<file path="config.mk">
export PLATFORM = sky130hd
export DESIGN_NAME = rom_arbiter
export DESIGN_NICKNAME = d
export VERILOG_FILES = /design/src/rtl/rom_arbiter.sv
export SDC_FILE = /design/constraint.sdc
export NUM_CORES = 1
export LEC_CHECK = 0
export ABC_AREA = 1
export ABC_CLOCK_PERIOD_IN_PS = 3650
export CAP_MARGIN = 20
export CORE_ASPECT_RATIO = 0.6
export CORE_MARGIN = 8
export CORE_UTILIZATION = 40
export DETAILED_ROUTE_END_ITERATION = 10
export GPL_ROUTABILITY_DRIVEN = 1
export PLACE_DENSITY = 0.86
export SLEW_MARGIN = 15
export SYNTH_ARGS = -nofsm -noshare
export SYNTH_HDL_FRONTEND = slang
export SYNTH_SLANG_ARGS = --single-unit
</file>
<file path="constraint.sdc">
create_clock -name clk -period 3.65 [get_ports clk]
set_clock_uncertainty 0.15 [all_clocks]
set_input_delay 0.73 -clock clk [delete_from_list [all_inputs] [get_ports clk]]
set_output_delay 0.73 -clock clk [all_outputs]
set_load 0.03 [all_outputs]
</file>
<file path="src/rtl/rom_arbiter.sv">
// ============================================================================
// Module   : rom_arbiter
// Purpose  : Shares one registered-output ROM read port among NREQ requesters,
//            returning tagged read data three cycles after each grant.
//            Define ROM_ARB_FIXED_PRIO_EN for fixed priority; default is
//            round-robin.
// Revision : 1.0  initial release
// ============================================================================
`default_nettype none

module rom_arbiter #(
  parameter int NREQ   = 4,
  parameter int MXADRB = 9,
  parameter int MXDATB = 11,
  parameter int IDW    = 2
) (
  input  logic                   clk,
  input  logic                   rst,
  input  logic [NREQ-1:0]        req,
  input  logic [NREQ*MXADRB-1:0] addr,
  input  logic                   hold,
  output logic [NREQ-1:0]        gnt,
  output logic                   rom_ena,
  output logic [MXADRB-1:0]      rom_addr,
  input  logic [MXDATB-1:0]      rom_dout,
  output logic                   rd_valid,
  output logic [IDW-1:0]         rd_id,
  output logic [MXDATB-1:0]      rd_data
);

  localparam int c_STAGES = 3;

  logic              w_found;
  logic [IDW-1:0]    w_win_id;
  logic              w_xfer;
  logic [NREQ-1:0]   w_gnt;
  logic [MXADRB-1:0] w_win_addr;

  logic              r_rom_ena;
  logic [MXADRB-1:0] r_rom_addr;
  logic [c_STAGES-1:0] r_tag_v;
  logic [IDW-1:0]    r_tag_id [c_STAGES];

`ifdef ROM_ARB_FIXED_PRIO_EN
  // Lowest index wins; scanning downward leaves the lowest active one last.
  always_comb begin
    w_found  = 1'b0;
    w_win_id = '0;
    for (int i = NREQ - 1; i >= 0; i--) begin
      if (req[i]) begin
        w_found  = 1'b1;
        w_win_id = IDW'(i);
      end
    end
  end
`else
  logic [IDW-1:0] r_ptr;

  // Scan from farthest to nearest so pointer+1 has the final say.
  always_comb begin
    w_found  = 1'b0;
    w_win_id = '0;
    for (int k = NREQ; k >= 1; k--) begin
      if (req[(int'(r_ptr) + k) % NREQ]) begin
        w_found  = 1'b1;
        w_win_id = IDW'((int'(r_ptr) + k) % NREQ);
      end
    end
  end

  always_ff @(posedge clk) begin
    if (rst) begin
      r_ptr <= IDW'(NREQ - 1);
    end else if (w_xfer) begin
      r_ptr <= w_win_id;
    end
  end
`endif

  assign w_xfer = w_found & ~rst & ~hold;

  always_comb begin
    w_gnt      = '0;
    w_win_addr = '0;
    for (int i = 0; i < NREQ; i++) begin
      w_gnt[i] = w_xfer && (w_win_id == IDW'(i));
      if (w_win_id == IDW'(i)) begin
        w_win_addr = addr[i*MXADRB +: MXADRB];
      end
    end
  end

  // Tag stage 0 runs alongside rom_ena; stage 2 lines up with the ROM output register.
  always_ff @(posedge clk) begin
    if (rst) begin
      r_rom_ena  <= 1'b0;
      r_rom_addr <= '0;
      r_tag_v    <= '0;
      for (int s = 0; s < c_STAGES; s++) begin
        r_tag_id[s] <= '0;
      end
    end else begin
      r_rom_ena <= w_xfer;
      if (w_xfer) begin
        r_rom_addr <= w_win_addr;
      end
      r_tag_v     <= {r_tag_v[c_STAGES-2:0], w_xfer};
      r_tag_id[0] <= w_xfer ? w_win_id : '0;
      for (int s = 1; s < c_STAGES; s++) begin
        r_tag_id[s] <= r_tag_id[s-1];
      end
    end
  end

  assign gnt      = w_gnt;
  assign rom_ena  = r_rom_ena;
  assign rom_addr = r_rom_addr;
  assign rd_valid = r_tag_v[c_STAGES-1];
  assign rd_id    = r_tag_id[c_STAGES-1];
  assign rd_data  = rom_dout;

endmodule

`default_nettype wire

</file>
## Word-level counts from Yosys, hierarchy flattened

Memory sizes are Yosys's and may differ from the RTL's.
Index checks and enable logic that the tools add are counted.

| word-level totals | value |
|---|---|
| bits in registers | 15 |
| bits in latches | 0 |
| RAM bits | 6 |
| memory bits (read-only) | 0 |
| input port bits | 54 |
| memories kept | 1 |

Memories:

| memory | depth | width | read ports | clocked after memory_dff | write ports | RTL line | RTL |
|---|---|---|---|---|---|---|---|
| r_tag_id | 3 | 2 | 3 | 0 | 3 | 42 | `logic [IDW-1:0] r_tag_id [c_STAGES];` |

| operators by class | value |
|---|---|
| $add $sub $neg | 4 |
| multiply operators | 0 |
| div/mod/pow operators | 0 |
| magnitude comparators | 4 |
| equality and inequality tests | 3 |
| shifts and indexed selects | 0 |
| multiplexer cells | 31 |
| bitwise operators | 11 |
| reductions and logical operators | 9 |

Operators by type and width:

| cell | count |
|---|---|
| two-way mux 9 bit | 4 |
| < comparator 3 x 4 -> 1 bit (second input constant) | 4 |
| two-way mux 2 bit | 8 |
| two-way mux 1 bit | 15 |
| binary-select mux 1 bit (select 2 bit) | 4 |
| OR reduction 2 bit | 4 |
| adder 2 x 1 -> 2 bit (second input constant) | 2 |
| adder 2 bit (second input constant) | 2 |
| AND 1 bit (first input constant) | 4 |
| == test 2 bit (second input constant) | 2 |
| logical AND 1 bit | 4 |
| bitwise OR 1 bit | 3 |
| AND 1 bit | 2 |
| == test 2 x 1 -> 1 bit (second input constant) | 1 |
| logical NOT 2 bit | 1 |
| inverter 1 bit | 2 |

## Longest topological paths before layout

Gate-level depths: netlist of the first run.

| logic depth | value |
|---|---|
| word-level depth | 15 |
| depth in mapped cells | 17 |
| depth with buffers taken out | 16 |

## Worst setup path after synthesis of the first run

No wires, ideal clock.

| path | value |
|---|---|
| path type | input port to output port |
| start | input req[2] |
| end | output gnt[0] |
| arrival time | 2.217 ns |
| data required time | 2.770 ns |
| path slack | 0.553 ns |
| cell stages on the path | 9 |
| cell sequence | inv_1 nand2_1 nand2_1 nand2_1 nor3_1 nor3_2 inv_1 buf_2 nor3_1 |

| between the ends | value |
|---|---|
| word-level cells in the longest chain between the ends | 10 |
| elaborated cells on any way between the ends | 24 |
| classes of those cells | mux: 20; bitwise: 2; reduce/logical: 2 |

Ends and longest elaborated chain:

| element | RTL line | RTL |
|---|---|---|
| start, declared | 19 | `input logic [NREQ-1:0] req,` |
| binary-select mux 1 bit (select 2 bit) | 64 | `if (req[(int'(r_ptr) + k) % NREQ]) begin` |
| two-way mux 1 bit (not written as such) (2 in a row) | 64 |  |
| two-way mux 1 bit (4 in a row) | 64 |  |
| AND 1 bit (2 in a row) | 80 | `assign w_xfer = w_found & ~rst & ~hold;` |
| logical AND 1 bit (*) | 86 | `w_gnt[i] = w_xfer && (w_win_id == IDW'(i));` |
| end, declared | 22 | `output logic [NREQ-1:0] gnt,` |

Every way passes the cells marked *; elsewhere a longest branch is shown, timed or not. The select of a mux whose other input is x is not followed.

## Worst setup path after layout of the first run

| path | value |
|---|---|
| start | input req[3] |
| end | output gnt[3] |

The elaborated chain is that of the path after synthesis.

==> results.yml, run 1 <==
run_status:
  outcome: "finished clean"
floorplan:
  top_level_ports: 82
  core_um2: 3200
  die_y_extent_um: 60.6
  floorplan.initialDensity_pct: 41.4
  die_outline_width_um: 90.3
  die_area_um2: 5470
  row_count: 16
synthesis:
  synth_fp_nets: 260
  synth.yosys.seq_area_share_pct: 30.2
  netlist_area_um2: 1330
  seq_cells_post_synth: 20
  ys.warnings.count: 0
  netlist.top_cell.by_area: "dfxtp_1"
  synth_top_cell_area_share_pct: 30.2
  synthesis.area_per_instance_um2: 6.44
  synth_cell_type_count: 26
  synthCells: 206
  ranking_of_synthesized_cells_by_area: "dfxtp_1 30%, nand2_1 22%, buf_4 7.4%"
setup_path:
  critPathArrivalTime_ns: 2.38
  combined_buffer_and_inverter_count_along_the_critical_path: 4
  max_stage_delay_ns: 0.48
  criticalPathCategory: "input port to output port"
  critical_path.startpoint_type: "input port"
  cp.required_ns: 2.77
  cells_along_the_critical_path: "clkdlybuf4s50_1 > inv_1 > nand2_1 > nand3_1 > nand2_1 > inv_1 > nand2_1 > nand2_1 > nand2_1 > nand2_4 > nor3_1 > buf_4"
  worstPathMaxFanout: 10
  cpLargestDelayFamily: "simple AND/OR/NAND/NOR gates"
  crit_path_end_kind: "output port"
  crit_path_frequent_cell: "nand2_1"
  crit_slowest_cell: "clkdlybuf4s50_1"
layout:
  share_of_cells_above_drive_strength_1_pct: 14.6
  fin_nets: 309
  syn2layout_area_growth_pct: 42.3
  antenna_cells_inserted: 0
drt:
  ant_nets: 0
  routed_wirelength_um: 3390
  drt_iter0_drc: 52
  vias_per_cell: 4.46
  dr_total_vias: 1329
  average_detailed_routed_wire_length_per_instance_um: 11.4
  detailedRoute.firstPassIterationCount: 4
  drc_errors: 0
place:
  detailedPlacementHpwl_um: 2830
  place.port_buffers: 59
  gp_congestion: 0.865
clock_tree:
  clk_transition_reported_paths_ns: 0.06
  cts.repair.resized: 0
  clock_sinks: 20
  holdBufCountCts: 0
  cts_root_buf: "clkbuf_8"
  clock_insertion_delay_at_the_later_pin_of_the_skew_report_ns: 0.25
  cts.htree.levels: 1
  clock_path_buffers: 2
  cts_setup_buffers: 0
  cts_tree: "built"
  inserted_clock_buffers: 3
global_routing:
  grt_max_degree: 14
  global_route_wire_length_before_repair_um: 5710
  first_global_vias: 1338
  gr-usage-all-layers_pct: 12.8
  grt_overflow: 0
  antenna_violations_before_repair: 0
sta:
  slew_viol_final: 0
  fin_crit_sh_pct: 89.2
  number_of_failing_setup_endpoints_in_the_final_timing_report: 0
  worst_slew_margin_rel_pct: 75.0
  tightest_slew_ns: 0.374
  finalHoldViolCount: 0
  tns_ns: 0
  fmaxAchievable_mhz: 307
  grt_setup_unrepaired: "no"
  minimum_period_implied_by_the_final_worst_setup_slack_ns: 3.26
power_and_ir_drop:
  power_leakage_uw: 0.000858
  total_power_uw: 875
  peakVddDrop_mv: 0.195
  cellPowerDensity_nw_per_um2: 463
flow_run:
  cap_viol_max_count: 0
hold_path:
  hold_class: "flop to flop"
==> final cells by class <==
| class | count | area, um2 |
|---|---|---|
| timing repair buffer | 62 | 603 |
| tap | 45 | 56.3 |
| inverter | 20 | 77.6 |
| fill | 319 | 1320 |
| clock buffer | 3 | 41.3 |
| sequential | 20 | 400 |
| multi-input combinational | 148 | 708 |
==> power breakdown <==
part,total (uW),switching [uW],internal (uW)
registers,263,17.2,245
logic,477,292,185
clock network,135,62.2,73.3
total,875,371,503
==> Yosys cell counts (all sizes together) <==
library cell,instances
nor2,19
a21oi,8
inv,20
nand3,13
buf,18
nor3,6
or2,4
nand2,89
o21ai,7
nand4,2
dfxtp,20
==> cells in the final DEF (no fill, tap or decap), types with 5 or more instances in the layout <==
master,instances
inv_1,17
o21ai_0,5
nand2_2,9
nor2_1,16
buf_4,7
dfxtp_1,20
clkdlybuf4s50_1,55
nor3_1,5
nand3_1,13
nand2_1,77
==> per-layer routing <==
| layer | GRT usage [%] | wire length (um) | vias to the layer above |
|---|---|---|---|
| li1 | - | - | 720 |
| met1 | 14.2 | 1610 | 561 |
| met2 | 21.8 | 1420 | 46 |
| met3 | 7.04 | 346 | 2 |
| met4 | 2.11 | 19 | 0 |
| met5 | 0 | 0 | - |
==> state kept, by name, indices dropped and copies added, names as in the netlist <==
| signal | flops |
|---|---|
| rom_addr | 9 |
| r_tag_id | 6 |
| r_tag_v | 3 |
| r_ptr | 2 |
==> through the flow <==
stage	cells	util, %	hold slack [ns]	setup WS (ns)	area, um2
final	298	58.9	0.251	0.392	1890
after global routing	298	58.9	0.279	0.232	1890
after CTS	298	58.9	0.253	0.399	1890
after floorplan	206	-	0.238	0.553	1330
after global placement	295	57.6	0.241	0.394	1850
after detailed placement	295	57.6	0.244	0.407	1850
==> path summary, 6_finish.rpt <==
check	start	end	slack, ns	depth (start not counted)
setup / recovery	req[3]	gnt[3]	0.39	12
hold / removal	r_tag_id[0][3]	r_tag_id[0][5]	0.25	2
setup reg to reg	r_ptr[0]	rom_addr[6]	1.43	14
hold reg to reg	r_tag_id[0][3]	r_tag_id[0][5]	0.25	2
==> worst register-to-register path: cells and delay by family, from the launching register on <==
kind / cells / cell delay (ns)
buf+inv: 2 / 0.30
simple gates: 11 / 1.06
flops: 1 / 0.54
compound gates: 1 / 0.05
==> cells by family after synthesis <==
logic type | after synthesis | synth area share (%)
flip-flops | 20 | 30.2
AO/OA/AOI/OAI | 15 | 7.07
AND/OR/NAND/NOR | 133 | 46.3
buffers and inverters | 38 | 16.4
Power figures use the tool's default switching activity.
==> run 2, diff against run 1 <==
- CTS_BUF_LIST: default -> sky130_fd_sc_hd__clkbuf_16
- GPL_ROUTABILITY_DRIVEN: 1 -> default
- PLACE_DENSITY: 0.86 -> 0.93
==> results.yml, run 2 (synthesized netlist as in run 1, its figures left out) <==
run_status:
  outcome: "finished clean"
sta:
  slew_viol_final: 0
  worst_slew_margin_rel_pct: 72.6
  fmaxAchievable_mhz: 310
  number_of_failing_setup_endpoints_in_the_final_timing_report: 0
  minimum_period_implied_by_the_final_worst_setup_slack_ns: 3.23
  tightest_slew_ns: 0.410
  fin_crit_sh_pct: 88.5
  layout_setup_ws_ns: 0.420
  tns_ns: 0
  grt_setup_unrepaired: "no"
  finalHoldViolCount: 0
clock_tree:
  cts_tree: "built"
  cts.htree.levels: 1
  clock_path_buffers: 2
  holdBufCountCts: 0
  cts_root_buf: "clkbuf_16"
  clk_transition_reported_paths_ns: 0.05
  inserted_clock_buffers: 3
  clock_insertion_delay_at_the_later_pin_of_the_skew_report_ns: 0.25
  clock_sinks: 20
  cts.repair.resized: 0
  cts_setup_buffers: 0
drt:
  drt_iter0_drc: 42
  detailedRoute.firstPassIterationCount: 4
  routed_wirelength_um: 3530
  ant_nets: 0
  average_detailed_routed_wire_length_per_instance_um: 11.8
  dr_total_vias: 1361
  drc_errors: 0
  vias_per_cell: 4.55
setup_path:
  cp.required_ns: 2.77
  worstPathMaxFanout: 10
  critPathArrivalTime_ns: 2.35
  r2r.worst_path.cells: 14
  critical_path.startpoint_type: "input port"
  criticalPathCategory: "input port to output port"
  crit_path_end_kind: "output port"
layout:
  n_fill_cell: 309
  largest_register_ffs: 9
  antenna_cells_inserted: 0
  utilization_pct: 60.1
  layout.cells.most_common: "nand2_1"
  syn2layout_area_growth_pct: 45.1
  fin_nets: 309
  share_of_cells_above_drive_strength_1_pct: 14.6
  leading_cell_types_in_the_layout_fill_and_taps_excluded: "77 x nand2_1, 55 x clkdlybuf4s50_1, 20 x dfxtp_1"
place:
  detailedPlacementHpwl_um: 2880
  gp_congestion: 0.807
  place.port_buffers: 59
  place_ws_ns: 0.438
global_routing:
  gr-usage-all-layers_pct: 13.0
  grt_overflow: 0
  antenna_violations_before_repair: 0
  grt_max_degree: 14
  global_route_wire_length_before_repair_um: 5780
  first_global_vias: 1322
floorplan:
  floorplan.initialDensity_pct: 41.4
  top_level_ports: 82
  die_area_um2: 5470
  core_um2: 3200
  die_y_extent_um: 60.6
  row_count: 16
  die_outline_width_um: 90.3
power_and_ir_drop:
  peakVddDrop_mv: 0.227
  cellPowerDensity_nw_per_um2: 497
  power_leakage_uw: 0.000875
hold_path:
  worstHoldPathCells: 2
  hold_class: "flop to flop"
flow_run:
  cap_viol_max_count: 0
==> run 2: cell count changes in the layout (fill, tap and decap cells not counted) <==
| cell | change |
|---|---|
| clkbuf_16 | +3 |
| clkbuf_8 | -3 |
| clkinv_1 | +1 |
==> run 2: report_power, final <==
group,internal [uW],total [uW],switching [uW]
logic,185,474,289
clock network,146,220,74.5
registers,246,263,17.6
total,576,957,381
==> run 2: layout make-up <==
type                       instances  area (um2)  area share [%]
sequential                        20         400            20.8
inverter                          20        77.6            4.03
clock inverter                     1        3.75           0.195
clock buffer                       3        75.1            3.90
multi-input combinational        148         708            36.8
tap                               45        56.3            2.93
timing repair buffer              62         603            31.3
==> run 2: per-layer routing <==
| metal | vias to the layer above | track usage [%] | wire length [um] |
|---|---|---|---|
| met5 | - | 0 | 0 |
| met4 | 0 | 1.41 | 0 |
| met3 | 0 | 6.79 | 310 |
| met2 | 44 | 22.2 | 1580 |
| met1 | 596 | 14.9 | 1640 |
| li1 | 721 | - | - |
==> run 2: worst max-delay path, cell delays in order <==
cell             delay [ns]
clkdlybuf4s50_1        0.46
inv_1                  0.06
nand2_1                0.07
nand3_1                0.11
nand2_1                0.08
inv_1                  0.04
nand2_1                0.08
nand2_1                0.07
nand2_1                0.10
nand2_4                0.12
nor3_1                 0.22
buf_4                  0.20
==> run 2: metrics by stage <==
stage          power [uW]  instances  hold WS, ns  area [um2]
6_report              957        299        0.253        1920
5_1_grt              1030        299        0.276        1920
4_1_cts               966        299        0.255        1920
3_5_place_dp          742        295        0.247        1850
3_3_place_gp          733        295        0.242        1850
2_1_floorplan         625        206        0.238        1330
==> run 2: final timing paths <==
path                                     start              to  slack (ns)
worst min-delay path            r_tag_id[0][2]  r_tag_id[0][4]        0.25
worst max-delay path                    req[1]          gnt[1]        0.42
worst max register to register        r_ptr[0]     rom_addr[0]        1.35
worst min register to register  r_tag_id[0][2]  r_tag_id[0][4]        0.25
==> run 3, diff against run 2 <==
- GPL_ROUTABILITY_DRIVEN: default -> 0
- SKIP_CTS_REPAIR_TIMING: default -> 1
==> results of run 3 <==
No change in the layout: final DEF, timing and power equal those of run 2.
